**src/rtl/hilo_pkg.sv**
```systemverilog
// Shared function codes and FSM state encoding for the HI/LO multiply/divide unit.
package hilo_pkg;

  localparam logic [5:0] FN_MFHI  = 6'd16;
  localparam logic [5:0] FN_MFLO  = 6'd18;
  localparam logic [5:0] FN_MULT  = 6'd24;
  localparam logic [5:0] FN_MULTU = 6'd25;
  localparam logic [5:0] FN_DIV   = 6'd26;
  localparam logic [5:0] FN_DIVU  = 6'd27;

  typedef enum logic [1:0] {
    IDLE = 2'd0,
    CALC = 2'd1,
    FIX  = 2'd2
  } state_t;

  function automatic logic is_muldiv(input logic [5:0] fn);
    return (fn == FN_MULT) || (fn == FN_MULTU) || (fn == FN_DIV) || (fn == FN_DIVU);
  endfunction

  function automatic logic is_div_fn(input logic [5:0] fn);
    return (fn == FN_DIV) || (fn == FN_DIVU);
  endfunction

  function automatic logic is_signed_fn(input logic [5:0] fn);
    return (fn == FN_MULT) || (fn == FN_DIV);
  endfunction

endpackage

```
**src/rtl/muldiv_step.sv**
```systemverilog
// One iteration of shift-add multiply or restoring divide on unsigned magnitudes.
// Purely combinational; the caller owns all state and sequencing.
module muldiv_step #(
  parameter int WIDTH = 32
) (
  input  logic             is_div,
  input  logic [WIDTH-1:0] acc,
  input  logic [WIDTH-1:0] q,
  input  logic [WIDTH-1:0] b,
  output logic [WIDTH-1:0] acc_nxt,
  output logic [WIDTH-1:0] q_nxt
);

  logic [WIDTH:0]   sum;
  logic [WIDTH:0]   shifted;
  logic             ge;
  logic [WIDTH-1:0] rem_sub;

  always_comb begin
    sum     = {1'b0, acc} + (q[0] ? {1'b0, b} : {(WIDTH+1){1'b0}});
    shifted = {acc, q[WIDTH-1]};
    ge      = shifted >= {1'b0, b};
    // when ge holds the difference is below b, so the truncated subtract is exact
    rem_sub = shifted[WIDTH-1:0] - b;
    acc_nxt = '0;
    q_nxt   = '0;
    if (is_div) begin
      if (ge) begin
        acc_nxt = rem_sub;
        q_nxt   = {q[WIDTH-2:0], 1'b1};
      end else begin
        acc_nxt = shifted[WIDTH-1:0];
        q_nxt   = {q[WIDTH-2:0], 1'b0};
      end
    end else begin
      acc_nxt = sum[WIDTH:1];
      q_nxt   = {sum[0], q[WIDTH-1:1]};
    end
  end

endmodule

```
**src/rtl/hilo_muldiv_unit.sv**
```systemverilog
// Iterative signed/unsigned mul/div owning HI/LO; start->done is WIDTH+1 cycles.
// No backpressure: start is dropped while busy or when flush is high.
module hilo_muldiv_unit
  import hilo_pkg::*;
#(
  parameter int WIDTH = 32,
  parameter int CNT_W = $clog2(WIDTH) + 1
) (
  input  logic             clk,
  input  logic             reset,
  input  logic [5:0]       Signal,
  input  logic             start,
  input  logic [WIDTH-1:0] dataA,
  input  logic [WIDTH-1:0] dataB,
  input  logic             flush,
  output logic             busy,
  output logic             done,
  output logic             div_zero,
  output logic [WIDTH-1:0] Output
);

  state_t             state;
  logic [CNT_W-1:0]   cnt;
  logic               op_div;
  logic               neg_q;
  logic               neg_r;
  logic               b_zero;
  logic [WIDTH-1:0]   a_orig;
  logic [WIDTH-1:0]   acc;
  logic [WIDTH-1:0]   q;
  logic [WIDTH-1:0]   b;
  logic [WIDTH-1:0]   hi;
  logic [WIDTH-1:0]   lo;

  logic [WIDTH-1:0]   acc_nxt;
  logic [WIDTH-1:0]   q_nxt;
  logic               sgn_a;
  logic               sgn_b;
  logic [WIDTH-1:0]   mag_a;
  logic [WIDTH-1:0]   mag_b;
  logic [2*WIDTH-1:0] prod;
  logic [2*WIDTH-1:0] prod_fix;
  logic [WIDTH-1:0]   quo_fix;
  logic [WIDTH-1:0]   rem_fix;

  muldiv_step #(.WIDTH(WIDTH)) u_step (
    .is_div  (op_div),
    .acc     (acc),
    .q       (q),
    .b       (b),
    .acc_nxt (acc_nxt),
    .q_nxt   (q_nxt)
  );

  always_comb begin
    sgn_a    = is_signed_fn(Signal) & dataA[WIDTH-1];
    sgn_b    = is_signed_fn(Signal) & dataB[WIDTH-1];
    mag_a    = sgn_a ? -dataA : dataA;
    mag_b    = sgn_b ? -dataB : dataB;
    prod     = {acc, q};
    prod_fix = neg_q ? -prod : prod;
    quo_fix  = neg_q ? -q : q;
    rem_fix  = neg_r ? -acc : acc;
  end

  always_comb begin
    Output = '0;
    if (Signal == FN_MFHI)
      Output = hi;
    else if (Signal == FN_MFLO)
      Output = lo;
  end

  always_ff @(posedge clk or negedge reset) begin
    if (!reset) begin
      state    <= IDLE;
      cnt      <= '0;
      op_div   <= 1'b0;
      neg_q    <= 1'b0;
      neg_r    <= 1'b0;
      b_zero   <= 1'b0;
      a_orig   <= '0;
      acc      <= '0;
      q        <= '0;
      b        <= '0;
      hi       <= '0;
      lo       <= '0;
      busy     <= 1'b0;
      done     <= 1'b0;
      div_zero <= 1'b0;
    end else begin
      done <= 1'b0;
      case (state)
        IDLE: begin
          if (start && !flush && is_muldiv(Signal)) begin
            op_div <= is_div_fn(Signal);
            // both ops run on magnitudes; quotient and product share one sign rule
            neg_q  <= sgn_a ^ sgn_b;
            neg_r  <= sgn_a;
            b_zero <= (dataB == '0);
            a_orig <= dataA;
            acc    <= '0;
            q      <= mag_a;
            b      <= mag_b;
            cnt    <= '0;
            busy   <= 1'b1;
            state  <= CALC;
          end
        end
        CALC: begin
          if (flush) begin
            busy  <= 1'b0;
            state <= IDLE;
          end else begin
            acc <= acc_nxt;
            q   <= q_nxt;
            cnt <= cnt + 1'b1;
            if (cnt == CNT_W'(WIDTH - 1))
              state <= FIX;
          end
        end
        FIX: begin
          if (!flush) begin
            done <= 1'b1;
            if (!op_div) begin
              hi <= prod_fix[2*WIDTH-1:WIDTH];
              lo <= prod_fix[WIDTH-1:0];
            end else if (b_zero) begin
              hi       <= a_orig;
              lo       <= '1;
              div_zero <= 1'b1;
            end else begin
              hi       <= rem_fix;
              lo       <= quo_fix;
              div_zero <= 1'b0;
            end
          end
          busy  <= 1'b0;
          state <= IDLE;
        end
        default: begin
          busy  <= 1'b0;
          state <= IDLE;
        end
      endcase
    end
  end

endmodule

```
**config.mk**
```make
export PLATFORM = sky130hd
export DESIGN_NAME = hilo_muldiv_unit
export DESIGN_NICKNAME = d
export VERILOG_FILES = /design/src/rtl/hilo_pkg.sv /design/src/rtl/muldiv_step.sv /design/src/rtl/hilo_muldiv_unit.sv
export SDC_FILE = /design/constraint.sdc
export NUM_CORES = 1
export LEC_CHECK = 0
export BUFFER_PORTS_ARGS = -buffer_cell sky130_fd_sc_hd__buf_2
export CAP_MARGIN = 20
export CORE_MARGIN = 2
export CORE_UTILIZATION = 48
export DETAILED_ROUTE_END_ITERATION = 10
export PLACE_DENSITY_LB_ADDON = 0.25
export RECOVER_POWER = 100
export SLEW_MARGIN = 40
export SYNTH_ARGS = -nofsm -noshare
export SYNTH_HDL_FRONTEND = slang
export SYNTH_SLANG_ARGS = --single-unit
```
**constraint.sdc**
```tcl
create_clock -name clk -period 10.2 [get_ports clk]
set_input_delay 2.04 -clock clk [delete_from_list [all_inputs] [get_ports clk]]
set_output_delay 2.04 -clock clk [all_outputs]
set_load 0.02 [all_outputs]
```
==> results_dict.tcl <==
set metrics [dict create \
    grt_pass1_vias 14887 \
    setup_tns_ns 0 \
    fin_crit_ns 7.302 \
    insertion_delay_ns 0.56 \
    syn_inst 2130 \
    rr_startpoint "state[1]$_DFFE_PN0P_" \
    fmax_mhz 137.0 \
    utilization_pct 53.82 \
    grt_use_total_pct 29.07 \
    final_common_cell "nand2_1" \
    start_kind "input pin" \
    drt-pass1-iter-count 8 \
    final_cell_mix "331 x nand2_1, 215 x nor2_1, 209 x o21ai_0, 204 x dfrtp_1, 166 x a21oi_1" \
    htreeDepth 1 \
    drc_errors 0 \
    synth_cell_type_count 83 \
    clkSinkCount 207 \
    layout-drive-gt1-share_pct 7.952 \
    synth_edf_count 0 \
    status "complete, but fails checks" \
    fillerInstances 3289 \
    power_leakage_nw 8.142 \
    synth_seq_area_share_pct 31.30 \
    antenna_found_initial 0 \
    ys_warn_count 0 \
    dieWidth_um 189.7 \
    fin_crit_sh_pct 71.59 \
    slew_headroom_pct -209.3 \
    vias 15740 \
    start_util_pct 49.10 \
    cts_tree "yes" \
    reg2reg_to "acc[29]$_DFFE_PN0P_" \
    cp_max_fo 47 \
    rsz0062_at_grt "false" \
    wl_per_cell_um 20.07 \
    die_h_um 189.7 \
    gr-total-overflow 0 \
    min-delay-start "b[24]$_DFFE_PN0P_" \
    violations "max-capacitance violations, max-slew violations" \
    cts_resized 0 \
    gp_congestion 0.9419 \
    root_buffer "clkbuf_16" \
    setup_viol 0 \
    ant_nets 0 \
    dieArea_um2 35970 \
    clkTransAtPathRegs_ns 0.06 \
    grt_max_degree 105 \
    holdPathStages 2 \
    finalPower_mw 3.726 \
    place_ws_ns 4.621 \
    dp_hpwl_mm 38.65 \
    hold_ws_ns 0.4764 \
    cp-end-kind "flop" \
    hold_path.class "flop to flop" \
    port_buffers 108 \
    ys_async_sr_fraction_pct 100.0 \
    final_nets 2289 \
    syn-num-nets 2275 \
    finClkSkew_ns 0.02285 \
    clock_path_buffers 3 \
    fin_ws_ns 2.898 \
    area_growth_pct 9.611 \
    finalHoldViolations 0 \
    ys.flop_type "dfrtp_1" \
    powerDensity_nw_per_um2 205.4 \
    cp.arrival_ns 7.70 \
    first_iter_violations 1305 \
    cts_setup_buffers 0 \
    grt_pass1_wl_mm 83.23 \
    rows 67 \
    core-area_um2 33700 \
    critPathKind "input pin to flop" \
    cts_buffers 26 \
    syn_area_per_cell_um2 7.769 \
    synth-seq-cells 207 \
    tightest_slew_ns 4.639 \
    reg2regPathDepth 11 \
    avgViaCountPerCell 6.028 \
    hold_buffers 0 \
    diodes 0 \
    ff2ff_setup_slack_ns 4.04 \
    netlist_area_um2 16550 \
    ioPinCount 109 \
    ir_drop_uv 141.4 \
    finalMaxSlewViolations 406 \
    hold-path-endpoint "b[24]$_DFFE_PN0P_" \
    drv_cap 7 \
    cp.required_ns 10.60 \
    wirelength_mm 52.39 \
]
## cell type report
cell class / count / area [um2] / area share [%]
well taps: 448 / 560.5 / 3.091
clock inverters: 13 / 211.5 / 1.166
clock buffers: 34 / 710.7 / 3.918
multi-input cells: 1718 / 10610 / 58.47
flip-flops and latches: 207 / 5186 / 28.59
repair buffers: 127 / 621.8 / 3.429
inverters: 64 / 241.5 / 1.331
## kinds of logic after synthesis
group / count (synthesis) / share of synthesized area (%)
buffers and inverters: 205 / 4.832
muxes: 92 / 5.603
AOI/OAI and AO/OA: 582 / 21.23
adders and majority gates: 71 / 5.459
xor gates and xnor gates: 195 / 10.32
DFF: 207 / 31.30
and+or+nand+nor: 778 / 21.25
## worst max path at each step
stage | from | cells after the start | to | slack, ns
2_1_floorplan | Signal[1] | 4 | Output[10] | 4.98
3_3_place_gp | Signal[2] | 7 | Output[28] | 4.73
3_5_place_dp | Signal[2] | 7 | Output[28] | 4.62
4_1_cts | Signal[2] | 7 | Output[28] | 4.61
5_1_grt | flush | 12 | acc[29]$_DFFE_PN0P_ | 2.46
6_report | flush | 12 | acc[29]$_DFFE_PN0P_ | 2.90
## state kept, by name, summed over array words and instances (netlist names), 2 cells and up
name / count
state: 2
a_orig: 32
lo: 32
cnt: 6
q: 32
hi: 32
acc: 32
b: 32
## metrics by stage
| stage | std cells | instance area [um2] |
|---|---|---|
| after floorplan | 2130 | 16550 |
| after global placement | 2563 | 17270 |
| after detailed placement | 2564 | 17310 |
| after CTS | 2611 | 18240 |
| after global routing | 2611 | 18140 |
| final | 2611 | 18140 |
## synth_stat cells, types with 5 or more instances
| master | count | share of area [%] |
|---|---|---|
| ha_1 | 69 | 5.2 |
| nor2b_1 | 14 | 0.53 |
| a21o_1 | 34 | 1.5 |
| inv_1 | 63 | 1.4 |
| xor2_1 | 111 | 5.9 |
| mux2_2 | 5 | 0.34 |
| a22oi_1 | 12 | 0.54 |
| nor3b_1 | 7 | 0.32 |
| clkbuf_1 | 113 | 2.6 |
| a211oi_1 | 15 | 0.68 |
| dfrtp_1 | 207 | 31 |
| o21bai_1 | 10 | 0.45 |
| a31oi_1 | 12 | 0.45 |
| buf_2 | 11 | 0.33 |
| nand4_1 | 18 | 0.68 |
| o21a_1 | 8 | 0.36 |
| nand2_1 | 332 | 7.5 |
| nor2_1 | 216 | 4.9 |
| nand2b_1 | 17 | 0.64 |
| and3_1 | 13 | 0.49 |
| o21ai_1 | 9 | 0.27 |
| o21ai_0 | 205 | 6.2 |
| nor3_1 | 40 | 1.2 |
| or4_1 | 11 | 0.50 |
| o221ai_1 | 15 | 0.79 |
| a21oi_1 | 167 | 5.1 |
| buf_1 | 14 | 0.32 |
| and2_1 | 5 | 0.19 |
| or2_2 | 8 | 0.30 |
| nor4_1 | 13 | 0.49 |
| xnor2_1 | 84 | 4.4 |
| o31ai_1 | 30 | 1.4 |
| mux2i_1 | 87 | 5.3 |
| o211ai_1 | 13 | 0.59 |
| nand3_1 | 38 | 1.1 |
| o41ai_1 | 10 | 0.53 |
| or3_1 | 18 | 0.68 |
## critical path: stages
cell and delay (ns):
clkbuf_1 0.13, nor4b_1 0.54, and3_2 0.26, clkbuf_1 1.89, nor2_1 1.00, clkbuf_1 0.67, buf_4 0.47, nand2_1 0.13
o31ai_1 0.07, a31oi_1 0.15, a21boi_0 0.20, o21ai_0 0.11
## report_power, final
group          leakage [nW]  total, mW  internal, mW  switching (mW)
combinational          4.95       1.55         0.619           0.932
clock                 0.438       1.00         0.617           0.386
sequential             2.75       1.17         0.933           0.239
## per-layer routing
| layer | vias to the layer above | share of wire, % | global-route usage [%] |
|---|---|---|---|
| met2 | 556 | 43 | 43.86 |
| met4 | 0 | 3.2 | 10.08 |
| met1 | 7589 | 45 | 41.73 |
| li1 | 7493 | - | - |
| met5 | - | 0 | 0 |
| met3 | 102 | 8.0 | 5.442 |
Power figures use the tool's default switching activity.
